$ cat src/rtl/midi_event_encoder.sv
`default_nettype none
// ============================================================================
// Module   : midi_event_encoder
// Purpose  : Queues MIDI channel-voice events and serialises them into UART
//            bytes, with running status and periodic status refresh.
// Revision : 1.0  initial release
// ============================================================================
module midi_event_encoder #(
    parameter int FIFO_DEPTH = 4,
    parameter bit RS_ENABLE  = 1'b1,
    parameter int RS_REFRESH = 50_000_000
) (
    input  logic       reg_clk,
    input  logic       reg_reset,
    input  logic       ev_valid,
    output logic       ev_ready,
    input  logic [2:0] ev_type,
    input  logic [3:0] ev_ch,
    input  logic [6:0] ev_d1,
    input  logic [6:0] ev_d2,
    input  logic       midi_out_ready,
    output logic       midi_send_byte,
    output logic [7:0] midi_out_data,
    output logic       busy,
    output logic       ev_dropped
);

    localparam int AW = (FIFO_DEPTH > 1) ? $clog2(FIFO_DEPTH) : 1;
    localparam int CW = $clog2(FIFO_DEPTH + 1);
    localparam int RW = $clog2(RS_REFRESH + 1);
    localparam int EW = 21;
    localparam logic [CW-1:0] C_DEPTH   = CW'(FIFO_DEPTH);
    localparam logic [RW-1:0] C_REFRESH = RW'(RS_REFRESH);

    typedef enum logic [2:0] {
        S_IDLE   = 3'd0,
        S_LOAD   = 3'd1,
        S_STATUS = 3'd2,
        S_DATA1  = 3'd3,
        S_DATA2  = 3'd4,
        S_GAP    = 3'd5
    } state_t;

    logic [EW-1:0] fifo_q [FIFO_DEPTH];
    logic [AW-1:0] wr_ptr_q, rd_ptr_q;
    logic [CW-1:0] count_q, count_d;
    logic          ev_ready_q;
    logic          push, pop;

    state_t        state_q, after_q;
    logic [2:0]    type_q;
    logic [3:0]    ch_q;
    logic [6:0]    d1_q, d2_q;
    logic [7:0]    last_status_q;
    logic          ls_valid_q;
    logic [RW-1:0] refresh_q;
    logic          send_q, dropped_q;
    logic [7:0]    data_q;

    logic [7:0]    status;
    logic          status_ok;
    logic          rs_hit;

    always_comb begin
        push    = ev_valid & ev_ready_q;
        pop     = (state_q == S_IDLE) && (count_q != '0);
        count_d = count_q + CW'(push) - CW'(pop);
    end

    always_comb begin
        status_ok = 1'b1;
        case (type_q)
            3'd0:    status = {4'h8, ch_q};
            3'd1:    status = {4'h9, ch_q};
            3'd2:    status = {4'hB, ch_q};
            3'd3:    status = {4'hC, ch_q};
            3'd4:    status = {4'hE, ch_q};
            default: begin
                status    = 8'h00;
                status_ok = 1'b0;
            end
        endcase
        rs_hit = RS_ENABLE && ls_valid_q && (last_status_q == status)
                 && (refresh_q < C_REFRESH);
    end

    // Storage needs no reset: only entries between the pointers are ever read.
    always_ff @(posedge reg_clk) begin
        if (push) begin
            fifo_q[wr_ptr_q] <= {ev_type, ev_ch, ev_d1, ev_d2};
        end
    end

    always_ff @(posedge reg_clk) begin
        if (reg_reset) begin
            wr_ptr_q   <= '0;
            rd_ptr_q   <= '0;
            count_q    <= '0;
            ev_ready_q <= 1'b1;
        end else begin
            if (push) wr_ptr_q <= wr_ptr_q + AW'(1);
            if (pop)  rd_ptr_q <= rd_ptr_q + AW'(1);
            count_q    <= count_d;
            ev_ready_q <= (count_d != C_DEPTH);
        end
    end

    always_ff @(posedge reg_clk) begin
        if (reg_reset) begin
            state_q       <= S_IDLE;
            after_q       <= S_IDLE;
            type_q        <= '0;
            ch_q          <= '0;
            d1_q          <= '0;
            d2_q          <= '0;
            last_status_q <= '0;
            ls_valid_q    <= 1'b0;
            refresh_q     <= '0;
            send_q        <= 1'b0;
            dropped_q     <= 1'b0;
            data_q        <= 8'h00;
        end else begin
            send_q    <= 1'b0;
            dropped_q <= 1'b0;
            if (refresh_q != C_REFRESH) refresh_q <= refresh_q + RW'(1);
            case (state_q)
                S_IDLE: begin
                    if (pop) begin
                        {type_q, ch_q, d1_q, d2_q} <= fifo_q[rd_ptr_q];
                        state_q <= S_LOAD;
                    end
                end
                S_LOAD: begin
                    if (!status_ok) begin
                        dropped_q <= 1'b1;
                        state_q   <= S_IDLE;
                    end else if (rs_hit) begin
                        state_q <= S_DATA1;
                    end else begin
                        state_q <= S_STATUS;
                    end
                end
                S_STATUS: begin
                    if (midi_out_ready) begin
                        send_q        <= 1'b1;
                        data_q        <= status;
                        last_status_q <= status;
                        ls_valid_q    <= 1'b1;
                        refresh_q     <= '0;
                        after_q       <= S_DATA1;
                        state_q       <= S_GAP;
                    end
                end
                S_DATA1: begin
                    if (midi_out_ready) begin
                        send_q  <= 1'b1;
                        data_q  <= {1'b0, d1_q};
                        after_q <= (type_q == 3'd3) ? S_IDLE : S_DATA2;
                        state_q <= S_GAP;
                    end
                end
                S_DATA2: begin
                    if (midi_out_ready) begin
                        send_q  <= 1'b1;
                        data_q  <= {1'b0, d2_q};
                        after_q <= S_IDLE;
                        state_q <= S_GAP;
                    end
                end
                // Idle cycle after every strobe gives the UART time to drop ready.
                S_GAP:   state_q <= after_q;
                default: state_q <= S_IDLE;
            endcase
        end
    end

    assign ev_ready       = ev_ready_q;
    assign midi_send_byte = send_q;
    assign midi_out_data  = data_q;
    assign ev_dropped     = dropped_q;
    assign busy           = (count_q != '0) || (state_q != S_IDLE);

endmodule
`default_nettype wire

$ cat config.mk
export PLATFORM = sky130hd
export DESIGN_NAME = midi_event_encoder
export DESIGN_NICKNAME = d
export VERILOG_FILES = /design/src/rtl/midi_event_encoder.sv
export SDC_FILE = /design/constraint.sdc
export NUM_CORES = 1
export LEC_CHECK = 0
export CAP_MARGIN = 25
export CELL_PAD_IN_SITES_DETAIL_PLACEMENT = 0
export CELL_PAD_IN_SITES_GLOBAL_PLACEMENT = 2
export CORE_MARGIN = 2
export CORE_UTILIZATION = 45
export CTS_CLUSTER_SIZE = 24
export DETAILED_ROUTE_END_ITERATION = 6
export PLACE_DENSITY = 0.83
export SKIP_CTS_REPAIR_TIMING = 1
export SLEW_MARGIN = 20
export SYNTH_ARGS = -nofsm -noshare
export SYNTH_HDL_FRONTEND = slang
export SYNTH_SLANG_ARGS = --single-unit
$ cat constraint.sdc
create_clock -name reg_clk -period 5.7 [get_ports reg_clk]
set_clock_uncertainty 0.15 [all_clocks]
set_input_delay 0.855 -clock reg_clk [delete_from_list [all_inputs] [get_ports reg_clk]]
set_output_delay 0.855 -clock reg_clk [all_outputs]
set_load 0.005 [all_outputs]
==> results.ini <==
[critical_path]
path_class = reg2reg
cp.required_ps = 5850
start_kind = flip-flop
worstPathMaxFanout = 24
reg2reg_depth = 11
crit_arrival_ps = 3450
end_kind = flip-flop

[timing]
finalSetupViolCount = 0
hold_viol_final = 0
tightest_slew_ps = 915
fmax_ghz = 0.303
rsz0062_at_grt = no
layout_min_cycle_time_ps = 3300
tns_ps = 0
slew_headroom_pct = 39.0
fin_crit_sh_pct = 57.9
drv_slew = 0

[routing]
wire_per_inst_um = 16.9
avgViaCountPerCell = 5.32
ant_nets = 0
drc_errors = 0
drt_iter0_markers = 325
dr.pass1.iters = 5
num_vias = 4073
wirelength_um = 12900

[min_path]
hold-path-cell-count = 2
worstHoldPathType = reg2reg

[grt]
use_met2_pct = 27.6
grt.busiest_layer = met2
grt_use_met1_pct = 23.4
track_usage_pct = 17.2
overflow = 0
grt_max_degree = 49
grt_antenna_before_repair = 0
grt_first_pass_wirelength_um = 21300
use_met3_pct = 4.67
first_global_vias = 3989

[die]
start_util_pct = 46.0
die_width_um = 126
dieArea_um2 = 15900
rows = 44
core_area_um2 = 14500
ios = 37
die_h_um = 126

[logic_synthesis]
ys_types = 59
ys_seq_area_share_pct = 61.3
avgSynthCellArea_um2 = 12.6
synth_most_common_cell = edfxtp_1
syn-num-nets = 565
synth-xor-area-share_pct = 4.32
synth_compound_area_share_pct = 7.07
ys_ff_latch = 163
synth.top_cell.area_share_pct = 37.7
synthMuxAreaShare_pct = 7.67
synth_top_cell_by_area = edfxtp_1
synth_top_family_by_area = simple AND/OR/NAND/NOR gates
ys.flop_type = edfxtp_1
synth_common_cells = edfxtp_1, dfxtp_1, nand2_1
synth_fa_ha_area_share_pct = 1.95
synth-simple-area-share_pct = 14.7
synth_edf_count = 84
synth_area_um2 = 6690
synth_cells = 531
async_flop_share_pct = 0
synthTopCellsByArea = edfxtp_1, dfxtp_1, mux4_2
synth_warnings = 0

[clock_tree]
cts_made_buffers = 17
cts_buffer_depth = 2
clk_latency_ps = 420
clock_sink_count = 163
cts_tree = built
htreeDepth = 4
path_clk_slew_ps = 70
cts_root_buffer = clkbuf_16

[final_layout]
drive_gt1_share_pct = 12.6
antenna_cells = 0
syn_to_final_growth_pct = 16.1
nets = 602
design_area_um2 = 7770

[placement]
io_buffers = 36
gp_congestion = 0.769
place_area_um2 = 7220
dpl.hpwl_um = 9030

[pwr]
comb_power_share_pct = 23.3
ir_drop_v = 0.000235
internal_power_mw = 2.34
clkPwrFrac_pct = 31.2
switching_power_mw = 1.06
leakage_nw = 2.62
switching_share_pct = 31.2
p_per_area_nw_per_um2 = 437
seqPwrFrac_pct = 45.5

[job]
cap_violations = 0

[run_status]
outcome = finished clean

-- metrics by stage --
stage          cells  setup slack [ps]  power, mW  utilization [%]  hold slack (ps)
6_report         765              2400       3.40             53.4              309
5_1_grt          765              2110       3.59             53.4              333
4_1_cts          765              2360       3.44             53.4              309
3_5_place_dp     733              2370       2.38             49.7              297
3_3_place_gp     727              2480       2.34             49.1              289
2_1_floorplan    531              2980       2.15                -              277
-- critical path: stages, from the launching register on --
cell      delay [ps]
dfxtp_1          520
or4_4            770
inv_2            330
ha_1             300
inv_1             60
ha_1             130
inv_1             50
fa_1             370
xor2_1           160
xnor2_1          120
nor2_1           130
nand3b_1          90
-- cell families (layout without fill, tap and decap cells) --
family / after synthesis / count (layout)
adder cells (fa/ha/maj): 10 / 10
XOR/XNOR: 33 / 33
flip-flops: 163 / 163
AND/OR/NAND/NOR: 190 / 190
multiplexers: 25 / 25
buffers and inverters: 38 / 88
AO/OA/AOI/OAI: 72 / 72
-- layout make-up --
| class | instances | area, µm² |
|---|---|---|
| clock buffers | 17 | 425 |
| repair buffers | 43 | 445 |
| clock inverters | 15 | 121 |
| multi-input cells | 330 | 2390 |
| inverters | 13 | 48.8 |
| flip-flops and latches | 163 | 4100 |
| well taps | 184 | 230 |
| fillers | 1261 | 6770 |
-- final timing paths --
| kind | start | to | slack, ps |
|---|---|---|---|
| worst max-delay path | state_q[0] | ev_ready | 2400 |
| worst min-delay path | d1_q[0] | d1_q[0] | 310 |
| worst max register to register | state_q[0] | ev_ready | 2400 |
| worst min register to register | d1_q[0] | d1_q[0] | 310 |
-- routing by layer --
layer,up-vias,part of all wire [%]
li1,2020,-
met3,6,3.4
met5,-,0
met4,0,0.73
met1,1978,48
met2,69,48
-- placed cells by master, fill, tap and decap left out, types with 3 or more instances in the layout --
cell type	n
a21oi_1	30
nand2_1	61
nor2b_1	3
buf_8	4
a222oi_1	4
nor4_1	3
o21ai_0	5
clkbuf_16	17
nor2_1	51
dfxtp_1	79
nand3_1	11
and4_1	7
xnor2_1	17
inv_1	12
xor2_1	16
o22ai_1	6
and2_1	4
mux4_2	21
nor3_1	7
ha_1	8
mux2i_1	4
a211oi_1	6
clkinvlp_4	3
and3b_1	4
inv_8	3
a22o_1	5
clkdlybuf4s50_1	35
edfxtp_1	84
and3_1	6
nand2b_1	4
inv_6	6
a21o_1	3
nand4_1	11
-- sequential cells by signal, indices dropped and copies added, names as in the netlist --
name / cells
ev_ready: 1
ch_q: 4
d1_q: 7
midi_send_byte: 1
ev_dropped: 1
ls_valid_q: 1
count_q: 3
type_q: 3
last_status_q: 8
state_q: 3
wr_ptr_q: 2
rd_ptr_q: 2
after_q: 2
d2_q: 7
fifo_q: 84
midi_out_data: 8
refresh_q: 26
-- power groups by stage --
stage	logic, mW	registers, mW	clock network [mW]
after CTS	0.809	1.54	1.09
after global routing	0.889	1.57	1.13
after global placement	0.769	1.57	0
after floorplan	0.657	1.49	0
final	0.792	1.54	1.06
after detailed placement	0.807	1.57	0
No activity file was read; power rests on OpenSTA's default activity.
